## config.mk

```make
export PLATFORM = sky130hd
export DESIGN_NAME = calc_n_core
export DESIGN_NICKNAME = d
export VERILOG_FILES = /design/src/rtl/calc_pkg.sv /design/src/rtl/calc_rr_arbiter.sv /design/src/rtl/calc_n_core.sv
export SDC_FILE = /design/constraint.sdc
export NUM_CORES = 1
export LEC_CHECK = 0
export BUFFER_PORTS_ARGS = -buffer_cell sky130_fd_sc_hd__buf_2
export CORE_AREA = 2 2 235 237
export CTS_CLUSTER_SIZE = 8
export DETAILED_ROUTE_END_ITERATION = 6
export DIE_AREA = 0 0 237 239
export SYNTH_ARGS = -nofsm -noshare
export SYNTH_HDL_FRONTEND = slang
export SYNTH_SLANG_ARGS = --single-unit
```

## constraint.sdc

```tcl
create_clock -name c_clk -period 12.15 [get_ports c_clk]
set_input_delay 0.6075 -clock c_clk [delete_from_list [all_inputs] [get_ports c_clk]]
set_output_delay 0.6075 -clock c_clk [all_outputs]
set_load 0.03 [all_outputs]
```

## src/rtl/calc_pkg.sv

```systemverilog
`default_nettype none
// +----------------------------------------------------------------------+
// | Module   : calc_pkg                                                  |
// | Purpose  : Shared command/response/state encodings for calc_n_core   |
// | Revision : 1.0                                                       |
// +----------------------------------------------------------------------+
package calc_pkg;

  typedef enum logic [3:0] {
    CMD_NOP = 4'd0,
    CMD_ADD = 4'd1,
    CMD_SUB = 4'd2,
    CMD_SHL = 4'd5,
    CMD_SHR = 4'd6
  } cmd_e;

  typedef enum logic [1:0] {
    RESP_NONE = 2'd0,
    RESP_OK   = 2'd1,
    RESP_ERR  = 2'd2
  } resp_e;

  typedef enum logic [1:0] {
    ST_IDLE = 2'd0,
    ST_OP2  = 2'd1,
    ST_PEND = 2'd2
  } port_state_e;

endpackage
`default_nettype wire

```

## src/rtl/calc_rr_arbiter.sv

```systemverilog
`default_nettype none
// +----------------------------------------------------------------------+
// | Module   : calc_rr_arbiter                                           |
// | Purpose  : Round-robin arbiter, one-hot grant, pointer = last + 1    |
// | Revision : 1.0                                                       |
// +----------------------------------------------------------------------+
module calc_rr_arbiter #(
  parameter int NPORT = 4
) (
  input  logic                         clk,
  input  logic                         rst,
  input  logic [NPORT-1:0]             i_req,
  output logic [NPORT-1:0]             o_gnt,
  output logic [$clog2(NPORT)-1:0]     o_gnt_idx,
  output logic                         o_gnt_vld
);

  localparam int c_PW = $clog2(NPORT);

  logic [c_PW-1:0] ptr_q;
  logic [c_PW-1:0] ptr_d;
  logic [c_PW-1:0] w_idx;

  // Scan from the pointer upward (wrapping) and take the first requester.
  always_comb begin
    o_gnt     = '0;
    o_gnt_idx = '0;
    o_gnt_vld = 1'b0;
    w_idx     = '0;
    for (int i = 0; i < NPORT; i++) begin
      w_idx = c_PW'((int'(ptr_q) + i) % NPORT);
      if (!o_gnt_vld && i_req[w_idx]) begin
        o_gnt_vld    = 1'b1;
        o_gnt_idx    = w_idx;
        o_gnt[w_idx] = 1'b1;
      end
    end
  end

  always_comb begin
    ptr_d = ptr_q;
    if (o_gnt_vld) begin
      ptr_d = (o_gnt_idx == c_PW'(NPORT - 1)) ? '0 : o_gnt_idx + c_PW'(1);
    end
  end

  always_ff @(posedge clk) begin
    if (rst) begin
      ptr_q <= '0;
    end else begin
      ptr_q <= ptr_d;
    end
  end

endmodule
`default_nettype wire

```

## src/rtl/calc_n_core.sv

```systemverilog
`default_nettype none
// +----------------------------------------------------------------------+
// | Module   : calc_n_core                                               |
// | Purpose  : N-port two-cycle command capture, RR arbitration, shared  |
// |            add/sub/shift datapath with tagged per-port responses     |
// | Revision : 1.0                                                       |
// +----------------------------------------------------------------------+
module calc_n_core
  import calc_pkg::*;
#(
  parameter int NPORT = 4,
  parameter int W     = 32
) (
  input  logic                          c_clk,
  input  logic                          reset,
  input  logic [NPORT-1:0][3:0]         req_cmd_in,
  input  logic [NPORT-1:0][W-1:0]       req_data_in,
  output logic [NPORT-1:0][1:0]         out_resp,
  output logic [NPORT-1:0][W-1:0]       out_data
);

  localparam int c_PW  = $clog2(NPORT);
  localparam int c_SHW = $clog2(W);

  port_state_e               state_q [NPORT];
  port_state_e               state_d [NPORT];
  logic [NPORT-1:0][3:0]     cmd_q, cmd_d;
  logic [NPORT-1:0][W-1:0]   op1_q, op1_d;
  logic [NPORT-1:0][W-1:0]   op2_q, op2_d;
  logic [NPORT-1:0]          w_cap_op1, w_cap_op2, w_pend;

  logic [NPORT-1:0]          w_gnt;
  logic [c_PW-1:0]           w_gnt_idx;
  logic                      w_gnt_vld;

  logic                      ex_vld_q, ex_vld_d;
  logic [c_PW-1:0]           ex_port_q, ex_port_d;
  logic [3:0]                ex_cmd_q, ex_cmd_d;
  logic [W-1:0]              ex_op1_q, ex_op1_d;
  logic [W-1:0]              ex_op2_q, ex_op2_d;

  logic [W:0]                w_sum;
  logic [c_SHW-1:0]          w_shamt;
  resp_e                     w_res_resp;
  logic [W-1:0]              w_res_data;

  logic [NPORT-1:0][1:0]     resp_q, resp_d;
  logic [NPORT-1:0][W-1:0]   data_q, data_d;

  // Per-port capture FSM: state register
  always_ff @(posedge c_clk) begin
    if (reset) begin
      for (int p = 0; p < NPORT; p++) begin
        state_q[p] <= ST_IDLE;
      end
      cmd_q <= '0;
      op1_q <= '0;
      op2_q <= '0;
    end else begin
      for (int p = 0; p < NPORT; p++) begin
        state_q[p] <= state_d[p];
      end
      cmd_q <= cmd_d;
      op1_q <= op1_d;
      op2_q <= op2_d;
    end
  end

  // Per-port capture FSM: next state
  always_comb begin
    for (int p = 0; p < NPORT; p++) begin
      state_d[p] = state_q[p];
      case (state_q[p])
        ST_IDLE: if (req_cmd_in[p] != 4'd0) state_d[p] = ST_OP2;
        ST_OP2:  state_d[p] = ST_PEND;
        ST_PEND: if (w_gnt[p]) state_d[p] = ST_IDLE;
        default: state_d[p] = ST_IDLE;
      endcase
    end
  end

  // Per-port capture FSM: outputs. A cmd outside IDLE is never captured.
  always_comb begin
    for (int p = 0; p < NPORT; p++) begin
      w_cap_op1[p] = (state_q[p] == ST_IDLE) && (req_cmd_in[p] != 4'd0);
      w_cap_op2[p] = (state_q[p] == ST_OP2);
      w_pend[p]    = (state_q[p] == ST_PEND);
    end
  end

  always_comb begin
    cmd_d = cmd_q;
    op1_d = op1_q;
    op2_d = op2_q;
    for (int p = 0; p < NPORT; p++) begin
      if (w_cap_op1[p]) begin
        cmd_d[p] = req_cmd_in[p];
        op1_d[p] = req_data_in[p];
      end
      if (w_cap_op2[p]) begin
        op2_d[p] = req_data_in[p];
      end
    end
  end

  calc_rr_arbiter #(
    .NPORT (NPORT)
  ) u_arb (
    .clk       (c_clk),
    .rst       (reset),
    .i_req     (w_pend),
    .o_gnt     (w_gnt),
    .o_gnt_idx (w_gnt_idx),
    .o_gnt_vld (w_gnt_vld)
  );

  always_comb begin
    ex_vld_d  = w_gnt_vld;
    ex_port_d = w_gnt_idx;
    ex_cmd_d  = cmd_q[w_gnt_idx];
    ex_op1_d  = op1_q[w_gnt_idx];
    ex_op2_d  = op2_q[w_gnt_idx];
  end

  always_ff @(posedge c_clk) begin
    if (reset) begin
      ex_vld_q  <= 1'b0;
      ex_port_q <= '0;
      ex_cmd_q  <= '0;
      ex_op1_q  <= '0;
      ex_op2_q  <= '0;
    end else begin
      ex_vld_q  <= ex_vld_d;
      ex_port_q <= ex_port_d;
      ex_cmd_q  <= ex_cmd_d;
      ex_op1_q  <= ex_op1_d;
      ex_op2_q  <= ex_op2_d;
    end
  end

  // Unsigned datapath; any error forces the result data to zero.
  always_comb begin
    w_sum      = {1'b0, ex_op1_q} + {1'b0, ex_op2_q};
    w_shamt    = ex_op2_q[c_SHW-1:0];
    w_res_resp = RESP_ERR;
    w_res_data = '0;
    case (ex_cmd_q)
      CMD_ADD: begin
        if (!w_sum[W]) begin
          w_res_resp = RESP_OK;
          w_res_data = w_sum[W-1:0];
        end
      end
      CMD_SUB: begin
        if (ex_op1_q >= ex_op2_q) begin
          w_res_resp = RESP_OK;
          w_res_data = ex_op1_q - ex_op2_q;
        end
      end
      CMD_SHL: begin
        w_res_resp = RESP_OK;
        w_res_data = ex_op1_q << w_shamt;
      end
      CMD_SHR: begin
        w_res_resp = RESP_OK;
        w_res_data = ex_op1_q >> w_shamt;
      end
      default: begin
        w_res_resp = RESP_ERR;
        w_res_data = '0;
      end
    endcase
  end

  always_comb begin
    resp_d = '0;
    data_d = '0;
    if (ex_vld_q) begin
      resp_d[ex_port_q] = w_res_resp;
      data_d[ex_port_q] = w_res_data;
    end
  end

  always_ff @(posedge c_clk) begin
    if (reset) begin
      resp_q <= '0;
      data_q <= '0;
    end else begin
      resp_q <= resp_d;
      data_q <= data_d;
    end
  end

  assign out_resp = resp_q;
  assign out_data = data_q;

endmodule
`default_nettype wire

```

==> results of run 1 <==
-- stage by stage --
stage                     cells  util, %
after floorplan            2963        -
after global placement     3762     47.6
after detailed placement   3762     47.6
after CTS                  3842     51.1
after global routing       3844     51.1
final                      3845     51.1
-- power by group through the flow --
stage          Clock [mW]  Combinational [mW]  Sequential, mW
6_report             1.74                3.09            1.99
3_5_place_dp            0                3.01            2.02
4_1_cts              1.77                3.02            1.99
2_1_floorplan           0                2.08            1.97
5_1_grt              1.85                3.32            2.02
3_3_place_gp            0                3.01            2.01
-- critical path, cell delays in order, from the launching register on --
cell	delay, ps
dfxtp_1	290
buf_4	240
inv_2	80
buf_4	580
ha_1	450
nor2b_4	170
o31a_1	270
o31ai_2	450
or3b_4	490
o311ai_4	330
a21o_2	700
o221ai_1	210
a222oi_1	700
nor2_1	90
-- cell type report --
cell class                 instances  area (um2)
fill                            5175       26600
clock buffer                      73        1790
multi-input combinational       2179       13200
tap                              704         881
clock inverter                     7         123
timing repair buffer             315        1680
inverter                          75         282
antenna                            3        7.51
sequential                       489        9790
-- worst min-delay path by stage --
stage,start,end,slack [ps],cells past startpoint
floorplan,cmd_q[0],cmd_q[0],430,2
global placement,op2_q[7],op2_q[7],440,2
detailed placement,op1_q[25],op1_q[25],440,2
CTS,req_data_in[121],op2_q[121],230,3
global route,req_data_in[56],op2_q[56],240,3
finish,req_data_in[85],op2_q[85],240,3
-- Yosys cell counts (5+ instances only) --
cell	count
nand2_1	611
dfxtp_1	489
a21oi_1	402
nor2_1	330
clkbuf_1	178
mux2i_1	121
o21ai_0	95
mux2_2	79
a211oi_1	75
inv_1	73
ha_1	69
mux4_2	37
nor3_1	32
nand2b_1	26
nor2b_1	25
a221o_1	24
o211ai_1	22
buf_1	20
o221ai_1	20
buf_2	18
nand3_1	18
o22ai_1	16
a21o_1	15
o31ai_1	13
nor4_1	12
a22oi_1	9
o21bai_1	9
or2_2	9
a221oi_2	7
o31a_1	7
a31oi_1	6
and3_1	6
or3_1	6
o21a_1	5
-- placed cells by master (no fill, tap or decap), types with 9 or more instances in the layout --
cell type,n
clkbuf_16,71
nor2_1,330
o31ai_1,13
mux4_2,37
or2_2,9
dfxtp_1,486
a22oi_1,9
o221ai_1,20
nand2_1,611
o22ai_1,16
mux2i_1,121
inv_1,73
a211oi_1,75
o21ai_0,94
nor4_1,12
o21bai_1,9
a221o_1,24
a21oi_1,402
nand3_1,18
nor3_1,28
o211ai_1,22
ha_1,69
buf_2,280
buf_4,33
mux2_2,79
a21o_1,15
nor2b_1,21
nand2b_1,22
-- flip-flops by register name, summed over array words and instances (netlist names), named ones only --
signal       count
out_data       128
cmd_q           16
ex_port_q        2
op1_q          128
ex_op2_q        32
op2_q          128
ex_cmd_q         4
out_resp         8
ex_vld_q         1
u_arb.ptr_q      1
ex_op1_q        32
state_q          8
-- metal layers --
metal	vias up	wire length, um	share of wire, %	global-route usage [%]
li1	10575	-	-	-
met1	10684	38800	45	41.0
met2	968	38600	45	46.4
met3	126	6630	7.7	5.77
met4	0	2520	2.9	10.5
met5	-	0	0	0
-- logic make-up after synthesis --
kind of cell | Yosys count | share of synthesized area, %
AND/OR/NAND/NOR | 1095 | 18.6
AO/OA/AOI/OAI | 770 | 19.8
flip-flops | 489 | 40.7
buffers and inverters | 295 | 4.80
multiplexers | 237 | 12.2
adder cells (fa/ha/maj) | 71 | 3.75
XOR/XNOR | 6 | 0.218
==> impl_metrics.prom, run 1 <==
# TYPE chip_impl_metric gauge
chip_impl_metric{name="yosysUniqueCellTypes",unit=""} 78
chip_impl_metric{name="grt_antenna_before_repair",unit=""} 4
chip_impl_metric{name="netlist_area",unit="mm2"} 0.0241
chip_impl_metric{name="drt_pre_antenna_iters",unit=""} 6
chip_impl_metric{name="detailroute.via_count",unit=""} 22353
chip_impl_info{name="clock_tree_from_tritoncts",value="built"} 1
chip_impl_metric{name="fmax",unit="MHz"} 190
chip_impl_metric{name="port_buffers",unit=""} 281
chip_impl_metric{name="cts_max_level",unit=""} 3
chip_impl_metric{name="final-max-slew-violation-count",unit=""} 0
chip_impl_metric{name="antenna_violating_nets_post_route",unit=""} 0
chip_impl_metric{name="wire_length_of_the_first_global_routing_pass",unit="um"} 129000
chip_impl_metric{name="worstPathRequired",unit="ps"} 12610
chip_impl_info{name="synth_top_cells_by_area",value="dfxtp_1 (41%), nand2_1 (9.5%), a21oi_1 (8.4%)"} 1
chip_impl_metric{name="post-cts-setup-buffer-count",unit=""} 0
chip_impl_metric{name="worst_hold_slack",unit="ps"} 244
chip_impl_info{name="cp-end-kind",value="register"} 1
chip_impl_metric{name="setup_viol",unit=""} 0
chip_impl_metric{name="number_of_drc_markers_after_the_initial_detailed_route_iteration",unit=""} 2009
chip_impl_metric{name="clock-sinks",unit=""} 489
chip_impl_metric{name="placeable_core_region",unit="mm2"} 0.0543
chip_impl_metric{name="slew_headroom",unit="%"} 16.9
chip_impl_metric{name="synth.yosys.seq_area_share",unit="%"} 40.7
chip_impl_info{name="regToRegEndpoint",value="out_data[55]"} 1
chip_impl_metric{name="placedInstanceArea",unit="mm2"} 0.0258
chip_impl_metric{name="syn_to_final_growth",unit="%"} 15.4
chip_impl_metric{name="avgSynthCellArea",unit="um2"} 8.12
chip_impl_metric{name="grt_pass1_vias",unit=""} 21132
chip_impl_info{name="rr_startpoint",value="ex_op2_q[2]"} 1
chip_impl_metric{name="clock_transition_at_the_registers_of_the_reported_paths",unit="ps"} 50
chip_impl_metric{name="clock-skew-final",unit="ps"} 16.7
chip_impl_info{name="yosysTopAreaCell",value="dfxtp_1"} 1
chip_impl_info{name="worst-setup-path-type",value="reg -> reg"} 1
chip_impl_metric{name="clkLatencyLatePin",unit="ps"} 610
chip_impl_metric{name="finalHoldViolCount",unit=""} 0
chip_impl_metric{name="detail_route.drc_violations",unit=""} 0
chip_impl_info{name="crit_end",value="out_data[55]"} 1
chip_impl_metric{name="nets",unit=""} 3348
chip_impl_metric{name="syn_inst",unit=""} 2963
chip_impl_metric{name="internal_power",unit="mW"} 3.88
chip_impl_metric{name="gp_routability_congestion",unit=""} 0.956
chip_impl_metric{name="die_height",unit="um"} 239
chip_impl_metric{name="number_of_flops_mapped_to_enable_cells_by_yosys",unit=""} 0
chip_impl_info{name="run_status",value="completed"} 1
chip_impl_metric{name="worst-r2r-setup-slack",unit="ps"} 6880
chip_impl_metric{name="grt_start_max_net_pins",unit=""} 254
chip_impl_info{name="cts_root_cell",value="clkbuf_16"} 1
chip_impl_metric{name="power",unit="mW"} 6.82
chip_impl_metric{name="synthesis.nets",unit=""} 3180
chip_impl_metric{name="pwr-share-seq",unit="%"} 29.2
chip_impl_metric{name="half_perimeter_wire_length_of_the_detailed_placement_result",unit="um"} 62000
chip_impl_info{name="holdCritPathClass",value="in -> reg"} 1
chip_impl_metric{name="postLayoutSetupSlackWorst",unit="ps"} 6880
chip_impl_metric{name="post-route-period-util",unit="%"} 43.4
chip_impl_metric{name="drt-total-wl",unit="um"} 86500
chip_impl_metric{name="tritoncts.num_buffers",unit=""} 71
chip_impl_metric{name="switching_power",unit="mW"} 2.94
chip_impl_metric{name="synth_warnings",unit=""} 0
chip_impl_metric{name="avgRoutedWirePerCell",unit="um"} 22.5
chip_impl_metric{name="clock_share_of_power",unit="%"} 25.6
chip_impl_metric{name="period_needed",unit="ps"} 5270
chip_impl_metric{name="synth_top_area_share",unit="%"} 40.7
chip_impl_metric{name="ir_drop",unit="uV"} 239
chip_impl_metric{name="comb_power_share",unit="%"} 45.2
chip_impl_metric{name="number_of_synthesized_register_bits",unit=""} 489
chip_impl_metric{name="cts_hold_repair.buffers",unit=""} 0
chip_impl_metric{name="critPathMaxFanout",unit=""} 53
chip_impl_info{name="crit_start",value="ex_op2_q[2]"} 1
chip_impl_metric{name="sw_ratio",unit="%"} 43.1
chip_impl_metric{name="finish.instance_area",unit="mm2"} 0.0278
chip_impl_metric{name="leakage_power",unit="nW"} 11.8
chip_impl_metric{name="maxCapViolations",unit=""} 0
chip_impl_info{name="grt_setup_unrepaired",value="no"} 1
chip_impl_metric{name="cts.path.max_buffers",unit=""} 3
chip_impl_metric{name="floorplan.die.width",unit="um"} 237
chip_impl_metric{name="design.die.area",unit="mm2"} 0.0566
chip_impl_metric{name="power_density_cells",unit="mW/mm2"} 246
chip_impl_info{name="start_kind",value="register"} 1
chip_impl_info{name="synth_ff_type",value="dfxtp_1"} 1
chip_impl_metric{name="max_slew.worst_pin.slew",unit="ps"} 1230
chip_impl_metric{name="worstRegToRegCells",unit=""} 13
chip_impl_metric{name="fraction_of_layout_cells_with_a_size_suffix_above_1",unit="%"} 17.8
chip_impl_metric{name="initial_utilization",unit="%"} 44.3
chip_impl_metric{name="grt_usage",unit="%"} 29.7
chip_impl_metric{name="io_pins",unit=""} 282
chip_impl_metric{name="asyncSetResetFlopFracSynth",unit="%"} 0
chip_impl_metric{name="place_ws",unit="ps"} 7010
chip_impl_metric{name="overflow",unit=""} 0
chip_impl_metric{name="via_per_inst",unit=""} 5.81
chip_impl_metric{name="setup_total_negative_slack",unit="ps"} 0
chip_impl_metric{name="cts_resized",unit=""} 0
chip_impl_metric{name="floorplan.rows",unit=""} 86
chip_impl_metric{name="worst_ep_arrival_time",unit="ps"} 5730
No activity file was read; power rests on OpenSTA's default activity.
==> run 2, diff against run 1 <==
==> constraint.sdc (replaced) <==
create_clock -name c_clk -period 5.2 [get_ports c_clk]
set_input_delay 0.26 -clock c_clk [delete_from_list [all_inputs] [get_ports c_clk]]
set_output_delay 0.26 -clock c_clk [all_outputs]
set_load 0.03 [all_outputs]
==> run 2 against run 1 <==
Net effect: maximum frequency grew 10%; clock power grew 130%; non-clock buffer count grew 163; critical endpoint is now out_data[87].
==> impl_metrics.prom, run 2 (synthesized netlist as in run 1, its figures left out) <==
# TYPE chip_impl_metric gauge
chip_impl_info{name="run_status",value="completed"} 1
chip_impl_metric{name="route.met3.wl",unit="um"} 6490
chip_impl_metric{name="worst_ep_arrival_time",unit="ps"} 5230
chip_impl_info{name="cp-end-kind",value="register"} 1
chip_impl_metric{name="grt_start_max_net_pins",unit=""} 207
chip_impl_metric{name="max_slew.worst_pin.slew",unit="ps"} 1130
chip_impl_metric{name="cts_max_level",unit=""} 3
chip_impl_metric{name="detailroute.via_count",unit=""} 23206
chip_impl_info{name="grt_setup_unrepaired",value="no"} 1
chip_impl_metric{name="gp_routability_congestion",unit=""} 0.977
chip_impl_metric{name="cts.path.max_buffers",unit=""} 3
chip_impl_metric{name="final.fill_count",unit=""} 5024
chip_impl_metric{name="avgRoutedWirePerCell",unit="um"} 22.5
chip_impl_metric{name="m1WireLength",unit="um"} 40200
chip_impl_metric{name="die_height",unit="um"} 239
chip_impl_metric{name="grt_antenna_before_repair",unit=""} 1
chip_impl_metric{name="placeable_core_region",unit="mm2"} 0.0543
chip_impl_info{name="regToRegEndpoint",value="out_data[87]"} 1
chip_impl_metric{name="power_density_cells",unit="mW/mm2"} 557
chip_impl_metric{name="post-cts-setup-buffer-count",unit=""} 0
chip_impl_metric{name="area_occupied_by_multi_input_gates",unit="mm2"} 0.0132
chip_impl_metric{name="number_of_drc_markers_after_the_initial_detailed_route_iteration",unit=""} 2508
chip_impl_metric{name="post-route-period-util",unit="%"} 92.0
chip_impl_metric{name="place_ws",unit="ps"} 512
chip_impl_metric{name="postLayoutSetupSlackWorst",unit="ps"} 414
chip_impl_info{name="holdCritPathClass",value="in -> reg"} 1
chip_impl_info{name="start_kind",value="register"} 1
chip_impl_metric{name="detailroute.wirelength.met2",unit="um"} 41300
chip_impl_metric{name="slew_headroom",unit="%"} 24.2
chip_impl_metric{name="hold_depth",unit=""} 2
chip_impl_metric{name="sequential_cell_area",unit="mm2"} 0.00979
chip_impl_metric{name="worstPathRequired",unit="ps"} 5640
chip_impl_metric{name="detail_route.drc_violations",unit=""} 0
chip_impl_metric{name="worstRegToRegCells",unit=""} 14
chip_impl_metric{name="floorplan.rows",unit=""} 86
chip_impl_metric{name="period_needed",unit="ps"} 4790
chip_impl_metric{name="antenna_violating_nets_post_route",unit=""} 0
chip_impl_metric{name="setup_total_negative_slack",unit="ps"} 0
chip_impl_metric{name="half_perimeter_wire_length_of_the_detailed_placement_result",unit="um"} 63500
chip_impl_metric{name="clock_transition_at_the_registers_of_the_reported_paths",unit="ps"} 50
chip_impl_info{name="cts_root_cell",value="clkbuf_16"} 1
chip_impl_metric{name="floorplan.die.width",unit="um"} 237
chip_impl_metric{name="io_pins",unit=""} 282
chip_impl_metric{name="ir_drop",unit="uV"} 615
chip_impl_metric{name="port_buffers",unit=""} 281
chip_impl_metric{name="clock-skew-final",unit="ps"} 32.6
chip_impl_metric{name="leakage_power",unit="nW"} 12.5
chip_impl_metric{name="design.die.area",unit="mm2"} 0.0566
chip_impl_metric{name="nets",unit=""} 3511
chip_impl_metric{name="fin_cells",unit=""} 4007
chip_impl_metric{name="finalHoldViolCount",unit=""} 0
chip_impl_info{name="rr_startpoint",value="ex_op2_q[1]"} 1
chip_impl_metric{name="dpl.cell_count",unit=""} 3781
chip_impl_metric{name="drt_pre_antenna_iters",unit=""} 6
chip_impl_info{name="clock_tree_from_tritoncts",value="built"} 1
chip_impl_info{name="holdCritStartpoint",value="reset"} 1
chip_impl_info{name="worst-setup-path-type",value="reg -> reg"} 1
chip_impl_info{name="final_cell_mix",value="nand2_1 (611), dfxtp_1 (486), a21oi_1 (402)"} 1
chip_impl_metric{name="maxCapViolations",unit=""} 0
chip_impl_metric{name="fmax",unit="MHz"} 209
chip_impl_metric{name="tritoncts.num_buffers",unit=""} 71
chip_impl_info{name="timing.hold.worst_endpoint",value="op1_q[126]"} 1
chip_impl_metric{name="drt-total-wl",unit="um"} 90300
chip_impl_metric{name="setup_viol",unit=""} 0
chip_impl_metric{name="syn_to_final_growth",unit="%"} 21.9
chip_impl_metric{name="fin_util",unit="%"} 54.0
chip_impl_metric{name="final-max-slew-violation-count",unit=""} 0
chip_impl_info{name="maxUsedRoutingLayer",value="met4"} 1
chip_impl_metric{name="critPathMaxFanout",unit=""} 15
chip_impl_metric{name="wire_length_of_the_first_global_routing_pass",unit="um"} 134000
chip_impl_info{name="layout_commonest_cell",value="nand2_1"} 1
chip_impl_metric{name="worst-r2r-setup-slack",unit="ps"} 410
chip_impl_metric{name="grt_pass1_vias",unit=""} 22093
chip_impl_metric{name="via_per_inst",unit=""} 5.79
chip_impl_metric{name="grt_usage",unit="%"} 30.9
chip_impl_metric{name="fraction_of_layout_cells_with_a_size_suffix_above_1",unit="%"} 17.5
chip_impl_metric{name="clock-sinks",unit=""} 489
chip_impl_metric{name="initial_utilization",unit="%"} 44.3
chip_impl_metric{name="overflow",unit=""} 0
chip_impl_metric{name="clkLatencyLatePin",unit="ps"} 600
[run 2: layer usage]
metal / global-route usage [%] / up-vias
li1: - / 10891
met1: 42.9 / 11114
met2: 49.8 / 1066
met3: 4.31 / 135
met4: 9.51 / 0
met5: 0 / -
[run 2: through the flow]
stage / hold WS (ps) / power (mW) / instance area, um2
floorplan: 396 / 9.46 / 24100
global placement: 438 / 12.1 / 26000
detailed placement: 443 / 12.1 / 26000
CTS: 90.3 / 16.3 / 29300
global route: 130 / 17.2 / 29300
finish: 140 / 16.4 / 29400
[run 2: timing repair]
action | 4_1_cts | 5_1_grt
endpoints found under the setup margin | 0 | 0
hold buffers | 144 | 0
hold endpoints to repair | 272 | 0
resized for setup | 0 | 0
[run 2: where the power goes]
group	total [mW]	switching, mW	leakage (nW)	internal, mW
combinational	7.67	5.09	7.56	2.58
clock	4.03	1.60	0.928	2.43
sequential	4.66	0.432	4.00	4.22
[run 2: critical path: stages (launching register included)]
cell and delay, ps:
dfxtp_2 520, inv_1 360, fa_1 570, nor2_1 170
o211ai_1 120, a2bb2oi_1 570, a21o_1 240, o211ai_2 110
a31o_2 310, and2_1 380, buf_4 270, a221o_1 320
a222oi_1 440, buf_4 220, nor2_1 40
[run 2: final cells by class]
type / count / share of cell area [%]
Inverter: 75 / 0.959
Antenna cell: 2 / 0.0171
Clock buffer: 74 / 6.13
Clock inverter: 6 / 0.328
Tap cell: 704 / 3.00
Timing Repair Buffer: 478 / 11.2
Multi-Input combinational cell: 2179 / 45.0
Sequential cell: 489 / 33.4
[run 2: how the worst max path moves through the flow]
stage | start | to | slack (ps) | cells after the start
after floorplan | ex_op2_q[1] | out_data[119] | 1110 | 17
after global placement | ex_op2_q[1] | out_data[87] | 590 | 14
after detailed placement | ex_op2_q[1] | out_data[87] | 510 | 14
after CTS | ex_op2_q[1] | out_data[87] | 490 | 14
after global routing | ex_op2_q[1] | out_data[72] | 310 | 12
final | ex_op2_q[1] | out_data[87] | 410 | 14
